[config.mk]
export PLATFORM = sky130hd
export DESIGN_NAME = regfile_mport
export DESIGN_NICKNAME = d
export VERILOG_FILES = /design/src/rtl/regfile_pkg.sv /design/src/rtl/regfile_fwd_mux.sv /design/src/rtl/regfile_mport.sv
export SDC_FILE = /design/constraint.sdc
export NUM_CORES = 2
export LEC_CHECK = 0
export BUFFER_PORTS_ARGS = -buffer_cell sky130_fd_sc_hd__buf_2
export CORE_ASPECT_RATIO = 1.1
export CORE_UTILIZATION = 55
export DETAILED_ROUTE_END_ITERATION = 12
export GPL_TIMING_DRIVEN = 0
export PLACE_DENSITY = 0.78
export SYNTH_ARGS = -nofsm -noshare
export SYNTH_HDL_FRONTEND = slang
export SYNTH_SLANG_ARGS = --single-unit
[constraint.sdc]
create_clock -name clk -period 4.6 [get_ports clk]
set_input_delay 1.15 -clock clk [delete_from_list [all_inputs] [get_ports clk]]
set_output_delay 1.15 -clock clk [all_outputs]
set_load 0.1 [all_outputs]
[src/rtl/regfile_pkg.sv]
// Shared defaults, address-width helper and FSM state type for the multi-port register file.
package regfile_pkg;

  localparam int unsigned XLEN_DEF  = 32;
  localparam int unsigned NREGS_DEF = 32;

  typedef enum logic {INIT, RUN} rf_state_e;

  // Never narrower than one bit, so NREGS=2 still gets a usable address.
  function automatic int unsigned rf_aw(input int unsigned n);
    return (n <= 2) ? 1 : $clog2(n);
  endfunction

endpackage

[src/rtl/regfile_fwd_mux.sv]
// Per-read-port select: forced zero, same-cycle write bypass, or the stored array value.
module regfile_fwd_mux import regfile_pkg::*; #(
  parameter int unsigned XLEN   = XLEN_DEF,
  parameter int unsigned NREGS  = NREGS_DEF,
  parameter int unsigned NWR    = 2,
  parameter int unsigned BYPASS = 1,
  parameter int unsigned AW     = rf_aw(NREGS)
) (
  input  logic                rst,
  input  logic                ready_i,
  input  logic [AW-1:0]       rd_addr_i,
  input  logic [XLEN-1:0]     arr_data_i,
  input  logic [NWR-1:0]      wr_ok_i,
  input  logic [NWR*AW-1:0]   wr_addr_i,
  input  logic [NWR*XLEN-1:0] wr_data_i,
  output logic [XLEN-1:0]     rd_data_o
);

  always_comb begin
    rd_data_o = arr_data_i;
    // Ascending scan so the highest-numbered matching port wins.
    if (BYPASS != 0) begin
      for (int unsigned k = 0; k < NWR; k++) begin
        if (wr_ok_i[k] && (wr_addr_i[k*AW +: AW] == rd_addr_i)) begin
          rd_data_o = wr_data_i[k*XLEN +: XLEN];
        end
      end
    end
    if (rst || !ready_i || (rd_addr_i == '0) || (32'(rd_addr_i) >= NREGS)) begin
      rd_data_o = '0;
    end
  end

endmodule

[src/rtl/regfile_mport.sv]
// Multi-port flop register file with a post-reset sequential clear and optional write bypass.
module regfile_mport import regfile_pkg::*; #(
  parameter int unsigned XLEN   = XLEN_DEF,
  parameter int unsigned NREGS  = NREGS_DEF,
  parameter int unsigned NRD    = 2,
  parameter int unsigned NWR    = 2,
  parameter int unsigned BYPASS = 1,
  localparam int unsigned AW    = rf_aw(NREGS)
) (
  input  logic                clk,
  input  logic                rst,
  input  logic [NRD*AW-1:0]   rd_addr_i,
  output logic [NRD*XLEN-1:0] rd_data_o,
  input  logic [NWR-1:0]      wr_en_i,
  input  logic [NWR*AW-1:0]   wr_addr_i,
  input  logic [NWR*XLEN-1:0] wr_data_i,
  output logic                ready_o
);

  rf_state_e       state_q;
  logic [AW-1:0]   clr_idx_q;
  logic            ready_q;
  logic [XLEN-1:0] regs_q [NREGS];
  logic [NWR-1:0]  wr_ok;

  assign ready_o = ready_q;

  always_ff @(posedge clk) begin
    if (rst) begin
      state_q   <= INIT;
      clr_idx_q <= AW'(1);
      ready_q   <= 1'b0;
    end else begin
      case (state_q)
        INIT: begin
          clr_idx_q <= clr_idx_q + AW'(1);
          if (clr_idx_q == AW'(NREGS - 1)) begin
            state_q <= RUN;
            ready_q <= 1'b1;
          end
        end
        RUN: ready_q <= 1'b1;
        default: state_q <= INIT;
      endcase
    end
  end

  // Address-qualified enables; state/reset gating is applied at the array and read mux.
  always_comb begin
    wr_ok = '0;
    for (int unsigned k = 0; k < NWR; k++) begin
      wr_ok[k] = wr_en_i[k] && (wr_addr_i[k*AW +: AW] != '0) &&
                 (32'(wr_addr_i[k*AW +: AW]) < NREGS);
    end
  end

  // No reset on the array; later ports overwrite earlier ones on address collisions.
  always_ff @(posedge clk) begin
    regs_q[0] <= '0;
    if (!rst) begin
      if (state_q == INIT) begin
        regs_q[clr_idx_q] <= '0;
      end else begin
        for (int unsigned k = 0; k < NWR; k++) begin
          if (wr_ok[k]) begin
            regs_q[wr_addr_i[k*AW +: AW]] <= wr_data_i[k*XLEN +: XLEN];
          end
        end
      end
    end
  end

  for (genvar p = 0; p < NRD; p++) begin : g_rd
    logic [AW-1:0]   ra;
    logic [XLEN-1:0] arr;

    assign ra  = rd_addr_i[p*AW +: AW];
    assign arr = (32'(ra) < NREGS) ? regs_q[ra] : '0;

    regfile_fwd_mux #(
      .XLEN   (XLEN),
      .NREGS  (NREGS),
      .NWR    (NWR),
      .BYPASS (BYPASS),
      .AW     (AW)
    ) u_fwd_mux (
      .rst        (rst),
      .ready_i    (ready_q),
      .rd_addr_i  (ra),
      .arr_data_i (arr),
      .wr_ok_i    (wr_ok),
      .wr_addr_i  (wr_addr_i),
      .wr_data_i  (wr_data_i),
      .rd_data_o  (rd_data_o[p*XLEN +: XLEN])
    );
  end

endmodule

Word-level counts from Yosys, hierarchy flattened
Memory sizes are Yosys's and may differ from the RTL's.
Index checks and enable logic that the tools add are counted.
{ "op_classes": {"add_sub_neg": 1, "eq_ne": 6, "n_mux": 24, "bitwise": 1, "reduce_logical": 15} }
{ "ops": {"columns": ["operator", "n"], "rows": [
  ["32-bit two-way mux", 7],
  ["32-bit OR reduction", 1],
  ["5-bit == test", 4],
  ["1-bit two-way mux", 15],
  ["5-bit logical NOT", 2],
  ["5-bit nonzero test", 2],
  ["1-bit logical AND", 6],
  ["5-bit by 1-bit adder with 5-bit output (second input constant)", 1],
  ["5-bit == test (second input constant)", 1],
  ["5-bit two-way mux", 1],
  ["1-bit logical OR", 3],
  ["2-bit inequality test (second input constant)", 1],
  ["1-bit case mux with 2 select lines", 1],
  ["1-bit logical NOT", 1],
  ["1-bit NOT", 1]
]} }
{ "totals": {"regBits": 7, "ram_bits": 1024, "n_memories": 1} }
{ "mem_list": {"columns": ["memory", "words", "width", "read_ports", "rd_clocked_by_memory_dff", "write_ports", "line_no", "source"], "rows": [
  ["regs_q", 32, 32, 2, 0, 3, "regfile_mport.sv:23", "logic [XLEN-1:0] regs_q [NREGS];"]
]} }

Logic depth before layout (Yosys ltp)
{ "depth": {"ltp_word": 8, "depth_mapped": 10, "ltp_nobuf": 6} }

By module
Synthesis repeated with hierarchy kept, for this count alone.
{ "hier_totals": {"hier_cells": 6324, "area_unflattened_um2": 62316.0} }
{ "by_module_without_submodules": {"columns": ["mod", "instances", "cells_per_inst", "area_each_um2", "seq_area_each_um2"], "rows": [
  ["regfile_mport", 1, 5970, 59743.5, 30569.3],
  ["regfile_fwd_mux", 2, 177, 1286.2, 0.0]
]} }

Least setup slack after synthesis
OpenSTA, ideal clock, no wires.
{ "synth_timing": {"kind": "input -> output", "startpoint": "in rd_addr_i[5]", "endpoint": "out rd_data_o[53]", "arrival_ps": 4593, "required_ps": 3450, "setup_slack_ps": -1143, "stages": 9, "path_cell_list": "buf_2 or4b_1 clkbuf_1 clkbuf_1 o22ai_1 nor4_1 o21ai_0 o22ai_1 o21ai_0"} }
{ "synth_between": {"elab_chain_len": 5, "word_cells_on_any_way": 10, "cone_classes": "eq/ne: 2; mux: 3; reduce/logical: 4; memory: 1"} }
{ "synth_rtl": {"columns": ["item", "line_no", "source"], "rows": [
  ["start: declaration", "regfile_mport.sv:12", "input logic [NRD*AW-1:0] rd_addr_i,"],
  ["branches (longest 4 deep; another with memory read 32 x 32 bit)", null, null],
  ["32-bit two-way mux *", "regfile_fwd_mux.sv:29", "if (rst || !ready_i || (rd_addr_i == '0) || (32'(rd_addr_i) >= NREGS)) begin"],
  ["end: declaration", "regfile_mport.sv:13", "output logic [NRD*XLEN-1:0] rd_data_o,"]
]} }
Mark *: on every way between the ends.

Final worst setup path
{ "layout_timing": {"startpoint": "in rd_addr_i[4]", "endpoint": "out rd_data_o[6]"} }
The elaborated chain is that of the path after synthesis.

==> impl_summary.md <==
Outcome
The run finished, with violations left. The checks that failed: capacitance limit, slew limit, setup timing.

Setup path
Data on the critical path arrives at its endpoint at 3.59 ns. The critical path is of the in -> out type. The worst setup slack for register-to-register paths is 1.09 ns.

The peak per-stage delay on the critical path is 0.66 ns. The maximum fanout count along the critical path is 10. The depth of the worst register-to-register path is 8.

The signal on the critical path passes through buf_2 -> buf_6 -> nand4b_1 -> buf_6 -> buf_6 -> o22ai_1 -> nor4_4 -> o21ai_1 -> o221ai_1 -> nand2_1 -> buf_6. The cell that appears most often on the critical path is sky130_fd_sc_hd__buf_6. The startpoint identified for the worst register-to-register timing path is state_q.

The cell with the biggest individual delay on the critical path is sky130_fd_sc_hd__nor4_4. In this run the critical register-to-register path is captured at regs_q[5][28]. The worst setup path is captured at an output port. The worst endpoint required time is 3.45 ns. The family of cells with the greatest summed delay on the critical path is buffers and inverters. The launching element type of the critical path is an input pin.

The number of buffers and inverters on the critical path is 5.

Final layout
The utilization of the core after routing is 0.668. The area growth from synthesis to layout is 20.4%. In the final design database the tool counted 5877 nets.

In the final layout, the share of cells above drive strength 1 is 0.225. The most common cell after layout, fill and taps aside is sky130_fd_sc_hd__nand2_1. In the layout the commonest cells are sky130_fd_sc_hd__nand2_1 (1125), sky130_fd_sc_hd__o21ai_0 (1087), sky130_fd_sc_hd__edfxtp_1 (992).

Clocking
The later pin in the worst-skew pair is clocked with a latency of 0.76 ns. TritonCTS created 103 clock buffers. The clock-pin slew on the worst setup and hold paths is 0.06 ns. The sink count of the clock tree is 1031. The total of hold buffers inserted after clock tree synthesis is 0.

The CTS tree is yes. The CTS H-tree depth is 3. The number of buffers on the longest clock path is 3.

The root buffer selected by CTS is sky130_fd_sc_hd__clkbuf_16.

Synth
After synthesis, the mean cell area works out to 10.9 µm². Counting flops with an async set or reset pin after synthesis yields a share of 0. The count of mapped cells out of synthesis is 5441.

The number of synthesized register bits is 1031. The post-synthesis instance area is 59500 µm². The Yosys step of the flow raised 0 warnings. The area share of xor/xnor cells in the synthesized design is 0.00324. The synthesized design contains 992 enable-type register cells. The synthesized-area fraction occupied by and/or/nand/nor cells is 0.0920.

The most used flip-flop cell after synthesis is sky130_fd_sc_hd__edfxtp_1. The compound-cell area share of the yosys netlist came to 0.136. Of the synthesized area, sequential elements account for 0.514.

Counting distinct cell types in the post-synthesis netlist gives 56. The fraction of synthesized area in multiplexers is 0.206. In the post-synthesis netlist, the biggest area contributors are sky130_fd_sc_hd__edfxtp_1 (50%), sky130_fd_sc_hd__mux2i_1 (11%), sky130_fd_sc_hd__mux4_2 (9.9%). The most area-hungry cell type in the Yosys netlist is sky130_fd_sc_hd__edfxtp_1. After synthesis, the largest family of logic cells by area is multiplexers. The share of synthesized cell area in full adder, half adder and majority cells is 0.000421. The share of Yosys cell area claimed by the top area cell type is 0.501.

Route
The number of vias in the routed layout is 53635. The sum of routed wire length over all layers is 265 mm. After detailed routing, the number of remaining DRC violations is 0. The number of optimization iterations in the first detailed-route pass is 10. The via count normalized by instance count is 7.36. The detail route stage leaves a number of antenna-violating nets equal to 0. The violation count after the first detailed-route iteration is 10367. The average wire per standard cell is 36.3 µm.

Global routing
Entering global routing, the biggest net connects 25 pins. The first global-routing pass estimated 361 mm of wire. Summed over all layers, the global routing overflow is 0. The initial antenna violation count is 18. In the global route stage, overall resource usage came out at 0.471. The via count of the first global-routing pass is 50575.

Hold path
The number of stages on the worst hold path is 2. The tightest min-delay check is of the reg -> reg type. The startpoint identified for the worst hold timing path is clr_idx_q[0].

The endpoint of the worst hold path is clr_idx_q[0].

STA
The transition time of the tightest slew-check pin is 1.55 ns. The number of hold-slack violations in the final timing report came to 0. Dividing the final minimum period by the clock period gives 1.03. On the final layout, the worst hold slack is 0.593 ns. The max-slew violation count is 11. The count of final setup violators is 39. The fmax is 211 MHz.

The final worst setup slack is -0.136 ns. The worst-case headroom to the max-slew limit is -0.0301. The clock arrives with 0.0394 ns of skew.

After layout, the minimum clock period comes to 4.74 ns. Setup repair after global routing could not meet its margin everywhere.

Power
The worst ir drop on vdd is 0.339 mV. In this run the power density over the cells is 303 nW/µm². The static leakage power is 23.9 nW.

Floorplan
The site row count is 126. The chip width is 316 µm. The area of the core is 107000 µm². The die covers 109000 µm². The die boundary height is 347 µm.

The number of placed I/O pins is 153. The starting utilization of the core area is 0.555.

Job
Across the run, the number of max-cap violations was 1.

Placed design
Buffers placed on the I/O ports in this run total 108. The congestion estimate from routability-driven global placement came to 1.08. The sum of net half-perimeters after detailed placement is 195 mm.
## layer usage
metal  vias up  GRT usage  routed length (µm)
li1      21079          -                   -
met1     25643      0.574               84100
met2      5495      0.681              111000
met3      1392      0.213               47000
met4        26      0.287               21600
met5         -     0.0245                 526
## worst reg2reg max path: stages (launching register included)
cell and delay [ns]:
sky130_fd_sc_hd__dfxtp_1 0.33, sky130_fd_sc_hd__nor2b_2 0.21, sky130_fd_sc_hd__o211a_1 0.18, sky130_fd_sc_hd__buf_6 0.15
sky130_fd_sc_hd__buf_6 0.17, sky130_fd_sc_hd__mux2i_1 0.25, sky130_fd_sc_hd__nand2_1 0.62, sky130_fd_sc_hd__o22ai_4 1.02
sky130_fd_sc_hd__buf_16 0.27
## where the power goes
part	internal (mW)	switching, mW	leakage, nW
logic	0.933	1.59	14.1
registers	10.2	0.0516	8.13
clock network	4.92	3.93	1.66
total	16.1	5.58	23.9
## logic make-up (layout without fill, tap and decap cells)
| logic type | after synthesis | in the layout |
|---|---|---|
| buffers and inverters | 660 | 1058 |
| adders and majority gates | 2 | 2 |
| and+or+nand+nor | 1321 | 1321 |
| muxes | 896 | 896 |
| other | 1 | 39 |
| AOI/OAI and AO/OA | 1508 | 1508 |
| xor gates and xnor gates | 22 | 22 |
| DFF | 1031 | 1031 |
## final cells by class
cell class | count | area, µm²
fill | 7838 | 35600
sequential | 1031 | 30600
inverter | 2 | 7.51
tap | 1408 | 1760
antenna | 7 | 17.5
clock buffer | 139 | 2860
multi-input combinational | 3781 | 28900
clock inverter | 49 | 538
timing repair buffer | 215 | 2680
buffer | 653 | 4280
## through the flow
step	instances	setup TNS [ns]	power, mW	setup slack (ns)	instance area [µm²]
3_5_place_dp	7024	-87.11	12.4	-1.88	63100
5_1_grt	7282	-0.592	21.8	-0.0847	71600
4_1_cts	7228	-0.0728	21.2	-0.0270	69600
2_1_floorplan	5472	-12.53	11.6	-0.396	59600
6_report	7285	-2.21	21.7	-0.136	71600
3_3_place_gp	6988	-2052.18	12.4	-2.54	61900
## synthesized netlist by cell type, types with 12 or more instances
master and instances:
sky130_fd_sc_hd__buf_4 21, sky130_fd_sc_hd__o21ai_1 24, sky130_fd_sc_hd__o22ai_1 311, sky130_fd_sc_hd__buf_1 14, sky130_fd_sc_hd__mux4_2 261, sky130_fd_sc_hd__clkbuf_1 391
sky130_fd_sc_hd__o21ai_0 1129, sky130_fd_sc_hd__mux2i_1 632, sky130_fd_sc_hd__clkbuf_2 30, sky130_fd_sc_hd__nor4_1 64, sky130_fd_sc_hd__buf_2 199, sky130_fd_sc_hd__dfxtp_1 39
sky130_fd_sc_hd__xnor2_1 12, sky130_fd_sc_hd__edfxtp_1 992, sky130_fd_sc_hd__nor2_1 17, sky130_fd_sc_hd__nand2_1 1137, sky130_fd_sc_hd__o221ai_1 33, sky130_fd_sc_hd__nor2_2 31
## state kept, by name, indices dropped and copies added (netlist names)
name       count
state_q        1
clr_idx_q      5
regs_q      1024
ready_o        1
## what timing repair did
action | CTS | global route
hold endpoints to repair | 0 | 0
setup buffers | 19 | 43
pin swaps | 65 | 91
setup endpoints to repair | 64 | 64
gates resized for setup | 738 | 334
gates cloned | 1 | 8
## how the worst max path moves through the flow
stage | start | cells after the start | to | slack [ns]
global route | rd_addr_i[2] | 10 | rd_data_o[9] | -0.08
global placement | wr_addr_i[0] | 9 | regs_q[8][15] | -2.54
floorplan | wr_addr_i[5] | 8 | rd_data_o[32] | -0.40
finish | rd_addr_i[4] | 11 | rd_data_o[6] | -0.14
CTS | rd_addr_i[6] | 10 | rd_data_o[61] | -0.03
detailed placement | rd_addr_i[7] | 11 | rd_data_o[37] | -1.88
(Power assumes the default switching activity.)
